===== config.mk =====
export PLATFORM = sky130hd
export DESIGN_NAME = mem_access_unit
export DESIGN_NICKNAME = d
export VERILOG_FILES = /design/src/rtl/mem_types.sv /design/src/rtl/mem_align.sv /design/src/rtl/mem_access_unit.sv
export SDC_FILE = /design/constraint.sdc
export NUM_CORES = 1
export LEC_CHECK = 0
export BUFFER_PORTS_ARGS = -buffer_cell sky130_fd_sc_hd__buf_2
export CORE_MARGIN = 8
export CORE_UTILIZATION = 44
export CTS_CLUSTER_DIAMETER = 80
export DETAILED_ROUTE_END_ITERATION = 16
export PLACE_DENSITY = 0.8
export SYNTH_ARGS = -nofsm -noshare
export SYNTH_HDL_FRONTEND = slang
export SYNTH_SLANG_ARGS = --single-unit

===== constraint.sdc =====
create_clock -name clk -period 3.5 [get_ports clk]
set_input_delay 0.175 -clock clk [delete_from_list [all_inputs] [get_ports clk]]
set_output_delay 0.175 -clock clk [all_outputs]
set_load 0.02 [all_outputs]

===== src/rtl/mem_types.sv =====
// Shared types for the MEM-stage data port: FSM states, RV32I load/store funct3 codes,
// access sizes and byte-enable patterns.
package mem_types;

  typedef enum logic [1:0] {IDLE, ACCESS, DONE} state_t;

  typedef enum logic [2:0] {
    lb  = 3'b000,
    lh  = 3'b001,
    lw  = 3'b010,
    lbu = 3'b100,
    lhu = 3'b101
  } load_funct3_t;

  typedef enum logic [2:0] {
    sb = 3'b000,
    sh = 3'b001,
    sw = 3'b010
  } store_funct3_t;

  typedef enum logic [1:0] {SZ_B, SZ_H, SZ_W} size_t;

  localparam logic [3:0] MBE_B = 4'b0001;
  localparam logic [3:0] MBE_H = 4'b0011;
  localparam logic [3:0] MBE_W = 4'b1111;

  // Unknown funct3 encodings fall through to a word access.
  function automatic size_t access_size(input logic is_load, input logic [2:0] funct3);
    size_t sz;
    sz = SZ_W;
    if (is_load) begin
      case (funct3)
        lb, lbu: sz = SZ_B;
        lh, lhu: sz = SZ_H;
        default: sz = SZ_W;
      endcase
    end else begin
      case (funct3)
        sb:      sz = SZ_B;
        sh:      sz = SZ_H;
        default: sz = SZ_W;
      endcase
    end
    return sz;
  endfunction

  function automatic logic is_misaligned(input size_t sz, input logic [1:0] offset);
    return ((sz == SZ_W) && (offset != 2'b00)) || ((sz == SZ_H) && offset[0]);
  endfunction

endpackage


===== src/rtl/mem_align.sv =====
// Combinational lane steering: replicated store data and byte enables, plus
// load lane extraction with sign/zero extension.
module mem_align
  import mem_types::*;
(
  input  logic        is_load,
  input  logic [2:0]  funct3,
  input  logic [1:0]  offset,
  input  logic [31:0] store_data,
  input  logic [31:0] load_word,
  output logic [31:0] wdata,
  output logic [3:0]  mbe,
  output logic [31:0] rdata
);

  size_t       sz;
  logic [7:0]  byte_lane;
  logic [15:0] half_lane;

  always_comb begin
    sz        = access_size(is_load, funct3);
    byte_lane = load_word[{offset, 3'b000} +: 8];
    half_lane = offset[1] ? load_word[31:16] : load_word[15:0];

    case (sz)
      SZ_B:    mbe = MBE_B << offset;
      SZ_H:    mbe = MBE_H << offset;
      default: mbe = MBE_W;
    endcase

    wdata = 32'h0;
    if (!is_load) begin
      case (sz)
        SZ_B:    wdata = {4{store_data[7:0]}};
        SZ_H:    wdata = {2{store_data[15:0]}};
        default: wdata = store_data;
      endcase
    end

    case (funct3)
      lb:      rdata = {{24{byte_lane[7]}}, byte_lane};
      lbu:     rdata = {24'h0, byte_lane};
      lh:      rdata = {{16{half_lane[15]}}, half_lane};
      lhu:     rdata = {16'h0, half_lane};
      default: rdata = load_word;
    endcase
  end

endmodule


===== src/rtl/mem_access_unit.sv =====
// MEM-stage data-port initiator: IDLE/ACCESS/DONE handshake with dmem, pipeline stall,
// alignment rejection and a response watchdog.
module mem_access_unit
  import mem_types::*;
#(
  parameter int TIMEOUT_CYCLES = 64,
  parameter int CNT_W          = 7
) (
  input  logic        clk,
  input  logic        rst,
  input  logic        req_valid,
  input  logic        mem_read,
  input  logic        mem_write,
  input  logic [2:0]  funct3,
  input  logic [31:0] addr,
  input  logic [31:0] store_data,
  input  logic        dmem_resp,
  input  logic [31:0] dmem_rdata,
  output logic        dmem_read,
  output logic        dmem_write,
  output logic [31:0] dmem_address,
  output logic [31:0] dmem_wdata,
  output logic [3:0]  dmem_mbe,
  output logic [31:0] mem_rdata,
  output logic        mem_stall,
  output logic        misaligned,
  output logic        timeout
);

  localparam logic [CNT_W-1:0] CNT_LAST = CNT_W'(TIMEOUT_CYCLES - 1);

  state_t          state, state_nxt;
  logic [CNT_W-1:0] cnt;
  logic [29:0]     acc_word;
  logic [31:0]     acc_wdata;
  logic [3:0]      acc_mbe;
  logic [2:0]      acc_funct3;
  logic [1:0]      acc_offset;
  logic            acc_load;

  logic        mem_req, req_load, req_misaligned, accept, expire;
  logic [31:0] req_wdata, ld_data, st_rdata_unused, ld_wdata_unused;
  logic [3:0]  req_mbe, ld_mbe_unused;

  assign mem_req        = req_valid && (mem_read || mem_write);
  assign req_load       = mem_read;  // read+write together is treated as a load
  assign req_misaligned = mem_req && is_misaligned(access_size(req_load, funct3), addr[1:0]);
  assign accept         = mem_req && !req_misaligned;
  assign expire         = (cnt == CNT_LAST) && !dmem_resp;

  mem_align u_store_align (
    .is_load    (req_load),
    .funct3     (funct3),
    .offset     (addr[1:0]),
    .store_data (store_data),
    .load_word  (32'h0),
    .wdata      (req_wdata),
    .mbe        (req_mbe),
    .rdata      (st_rdata_unused)
  );

  mem_align u_load_align (
    .is_load    (1'b1),
    .funct3     (acc_funct3),
    .offset     (acc_offset),
    .store_data (32'h0),
    .load_word  (dmem_rdata),
    .wdata      (ld_wdata_unused),
    .mbe        (ld_mbe_unused),
    .rdata      (ld_data)
  );

  always_ff @(posedge clk or negedge rst) begin
    if (!rst) state <= IDLE;
    else      state <= state_nxt;
  end

  always_comb begin
    state_nxt = state;
    case (state)
      IDLE:    if (accept) state_nxt = ACCESS;
      ACCESS:  if (dmem_resp || expire) state_nxt = DONE;
      DONE:    state_nxt = IDLE;
      default: state_nxt = IDLE;
    endcase
  end

  // Outputs are forced low while reset is held, even though IDLE decodes live inputs.
  always_comb begin
    dmem_read    = 1'b0;
    dmem_write   = 1'b0;
    dmem_address = 32'h0;
    dmem_wdata   = 32'h0;
    dmem_mbe     = 4'h0;
    mem_stall    = 1'b0;
    misaligned   = 1'b0;
    timeout      = 1'b0;
    if (rst) begin
      case (state)
        IDLE: begin
          mem_stall  = accept;
          misaligned = req_misaligned;
        end
        ACCESS: begin
          dmem_read    = acc_load;
          dmem_write   = !acc_load;
          dmem_address = {acc_word, 2'b00};
          dmem_wdata   = acc_wdata;
          dmem_mbe     = acc_mbe;
          mem_stall    = 1'b1;
          timeout      = expire;
        end
        default: ;
      endcase
    end
  end

  always_ff @(posedge clk or negedge rst) begin
    if (!rst) begin
      cnt        <= '0;
      acc_word   <= '0;
      acc_wdata  <= '0;
      acc_mbe    <= '0;
      acc_funct3 <= '0;
      acc_offset <= '0;
      acc_load   <= 1'b0;
      mem_rdata  <= '0;
    end else begin
      cnt <= (state == ACCESS && state_nxt == ACCESS) ? cnt + 1'b1 : '0;
      if (state == IDLE && accept) begin
        acc_word   <= addr[31:2];
        acc_wdata  <= req_wdata;
        acc_mbe    <= req_mbe;
        acc_funct3 <= funct3;
        acc_offset <= addr[1:0];
        acc_load   <= req_load;
      end
      if (state == ACCESS) begin
        if (dmem_resp) begin
          if (acc_load) mem_rdata <= ld_data;
        end else if (expire) begin
          mem_rdata <= '0;
        end
      end
    end
  end

  logic align_unused;
  assign align_unused = ^{st_rdata_unused, ld_wdata_unused, ld_mbe_unused};

endmodule


==> flow_summary_export.csv <==
group,metric,value,unit
synth,ys.flop_type,"dfrtp_1",
detailed_routing,dr.first_iter.drc_count,411,
clock_network,cts_tree,"yes",
clock_network,cts_resized,0,
setup_path,critPathArrivalTime,2.55,ns
clock_network,cts_buffers,17,
sta,setup_viol,0,
synth,synthTopCellsByCount,"dfrtp_1 (113), and3_1 (65), mux2_1 (45), nand2b_1 (34), a22o_1 (26)",
floorplan,fp.dieArea,17400,µm²
placement,gp_congestion,0.850,
clock_network,clk_latency,0.41,ns
setup_path,r2r_slack,1.00,ns
global_route,grtUsageMet3,8.73,%
detailed_routing,vias,5294,
floorplan,row_count,42,
floorplan,die_w,132,µm
synth,synthDistinctLibCells,50,
sta,drv_slew,0,
setup_path,critPathCaptureType,"output pin",
setup_path,cp-start-kind,"register",
setup_path,r2r-start,"state[0]",
global_route,grt_pass1_wl,29400,µm
sta,maxSlewHeadroom,24.6,%
synth,netlist_area,5900,µm²
global_route,grt_pass1_vias,5574,
sta,tightest_slew,1.13,ns
clock_network,ctsLongestPathBuffers,2,
detailed_routing,drt_wl_total,18100,µm
min_path,min_from,"dmem_rdata[28]",
detailed_routing,remaining_drc_errors,0,
synth,synth_edf_count,0,
finish,fillers,1085,
power_and_ir_drop,swShare,33.1,%
clock_network,cts.sinks,113,
clock_network,cts_htree_levels,4,
setup_path,critPathMaxFanout,42,
power_and_ir_drop,combPwrFrac,29.3,%
global_route,busiest_layer,"met2",
power_and_ir_drop,p_leak,4.10,nW
clock_network,cts.reportedPaths.clkPinSlew,0.05,ns
finish,drive_above_1_share,35.3,%
synth,ys_ff_latch,113,
detailed_routing,drtAntennaViolNets,0,
job,drv_cap,0,
global_route,use_met1,24.3,%
sta,post-route-period-util,77.8,%
sta,period_needed,2.72,ns
global_route,met2_usage,32.8,%
synth,synth_area_per_cell,11.1,µm²
synth,syn_inst,529,
sta,finalHoldViolCount,0,
power_and_ir_drop,clkPwrFrac,31.2,%
global_route,grt_max_degree,69,
power_and_ir_drop,finalPower,5.17,mW
synth,yosys_warnings,0,
sta,skew,0.00780,ns
detailed_routing,wl_per_cell,19.4,µm
synth,yosys.area.top_type_share,47.9,%
global_route,antenna_found_initial,1,
synth,ys_async_sr_fraction,100,%
setup_path,critPathKind,"reg2out",
power_and_ir_drop,internal-power,3.46,mW
sta,fmax,367,MHz
detailed_routing,vias_per_cell,5.67,
clock_network,cts-root-buf,"clkbuf_16",
power_and_ir_drop,p_seq_share,39.5,%
floorplan,num_io_pins,210,
setup_path,crit_start,"state[0]",
clock_network,cts_setup_buffers,0,
status,status,"finished clean",
min_path,min_path_type,"in2reg",
synth,yosysMostFrequentCell,"dfrtp_1",
finish,area_growth,33.3,%
finish,nets,851,
floorplan,fp.dieH,132,µm
floorplan,start_util,44.7,%
global_route,grt_usage,20.9,%
placement,io_buffers,207,
detailed_routing,dr.pass1.iters,5,
power_and_ir_drop,power_density,657,nW/µm²
floorplan,fp.coreArea,13200,µm²
synth,yosys.area.top_type,"dfrtp_1",
power_and_ir_drop,p_switching,1.71,mW
synth,synthTopCellsByArea,"dfrtp_1 (48%), mux2_1 (8.6%), and3_1 (6.9%)",
power_and_ir_drop,ir_drop,0.000425,V
placement,dp_hpwl,13000,µm
sta,rsz0062_at_grt,"false",
sta,setup_tns,0,ns
global_route,grt_overflow,0,
setup_path,crit_required,3.32,ns
synth,seq_area_frac_synth,47.9,%
## layout by cell type (no fill, tap or decap), types with 5 or more instances in the layout
master	count
a2111oi_2	6
a21oi_1	10
a221o_1	19
a22o_1	26
a32o_1	7
and3_1	65
buf_2	206
buf_4	7
clkbuf_16	17
clkbuf_8	5
clkinv_2	5
dfrtp_1	113
dlygate4sd3_1	33
inv_1	9
mux2_1	45
mux2i_1	21
nand2_1	25
nand2b_1	33
nor2_1	21
nor2b_1	5
o21ai_0	6
o21ai_1	6
o22ai_1	6
o2bb2ai_2	8
## metrics by stage
stage / hold WS [ns] / instance area (µm²) / worst slack, ns / cells / util [%]
final: 0.0246 / 7860 / 0.776 / 933 / 59.6
after global routing: 0.0121 / 7860 / 0.544 / 933 / 59.6
after CTS: 0.000490 / 7860 / 0.715 / 932 / 59.6
after detailed placement: 0.159 / 6970 / 1.01 / 869 / 52.8
after global placement: 0.145 / 6970 / 1.06 / 869 / 52.8
after floorplan: -0.121 / 5900 / 1.60 / 530 / -
## power by group through the flow
| stage | Sequential [mW] | Clock (mW) | Combinational (mW) |
|---|---|---|---|
| finish | 2.04 | 1.61 | 1.51 |
| global route | 2.09 | 1.70 | 1.64 |
| CTS | 2.04 | 1.65 | 1.53 |
| detailed placement | 2.05 | 0 | 1.49 |
| global placement | 2.02 | 0 | 1.44 |
| floorplan | 2.14 | 0 | 0.866 |
## cell type report
class                           count  area [µm²]  area share [%]
Sequential cell                   113        2830            36.0
Multi-Input combinational cell    356        2790            35.5
Timing Repair Buffer              247        1430            18.1
Clock buffer                       24         502            6.38
Tap cell                          176         220            2.80
Clock inverter                      6        55.1           0.700
Inverter                           10        37.5           0.478
Antenna cell                        1        2.50          0.0318
## timing repair
action | CTS | global route
hold buffers | 33 | 0
hold endpoints to repair | 73 | 0
endpoints found under the setup margin | 0 | 0
## flip-flops by register name, indices dropped and copies added (netlist names)
register and flops:
acc_wdata 32, mem_rdata 32, acc_word 30, cnt 7
acc_mbe 4, acc_funct3 3, acc_offset 2, state 2
acc_load 1
## worst max-delay path, cell delays in order, from the launching register on
cell,delay (ns)
dfrtp_1,0.39
nand2b_1,0.16
nor3_1,0.55
nand2b_4,0.48
a21oi_1,0.34
buf_2,0.21
## logic make-up after synthesis
group	synth area share [%]
simple gates	16.1
flops	47.9
compound gates	16.7
mux	13.1
buf+inv	5.07
xor+xnor	0.743
fa+ha+maj	0.212
other cells	0.0636
## metal layers
| metal | vias to the layer above | part of all wire, % |
|---|---|---|
| met5 | - | 0 |
| met4 | 0 | 2.5 |
| met3 | 33 | 9.5 |
| met2 | 260 | 48 |
| met1 | 2605 | 41 |
| li1 | 2396 | - |
## path summary, 6_finish.rpt
kind | endpoint | cells past startpoint
max | mem_stall | 5
max in group asynchronous | mem_rdata[0] | 4
max reg2reg | mem_rdata[17] | 4
min reg2reg | cnt[0] | 1
min | mem_rdata[28] | 2
min in group asynchronous | acc_wdata[9] | 2
Note: power is estimated with default switching activity, not from simulation.
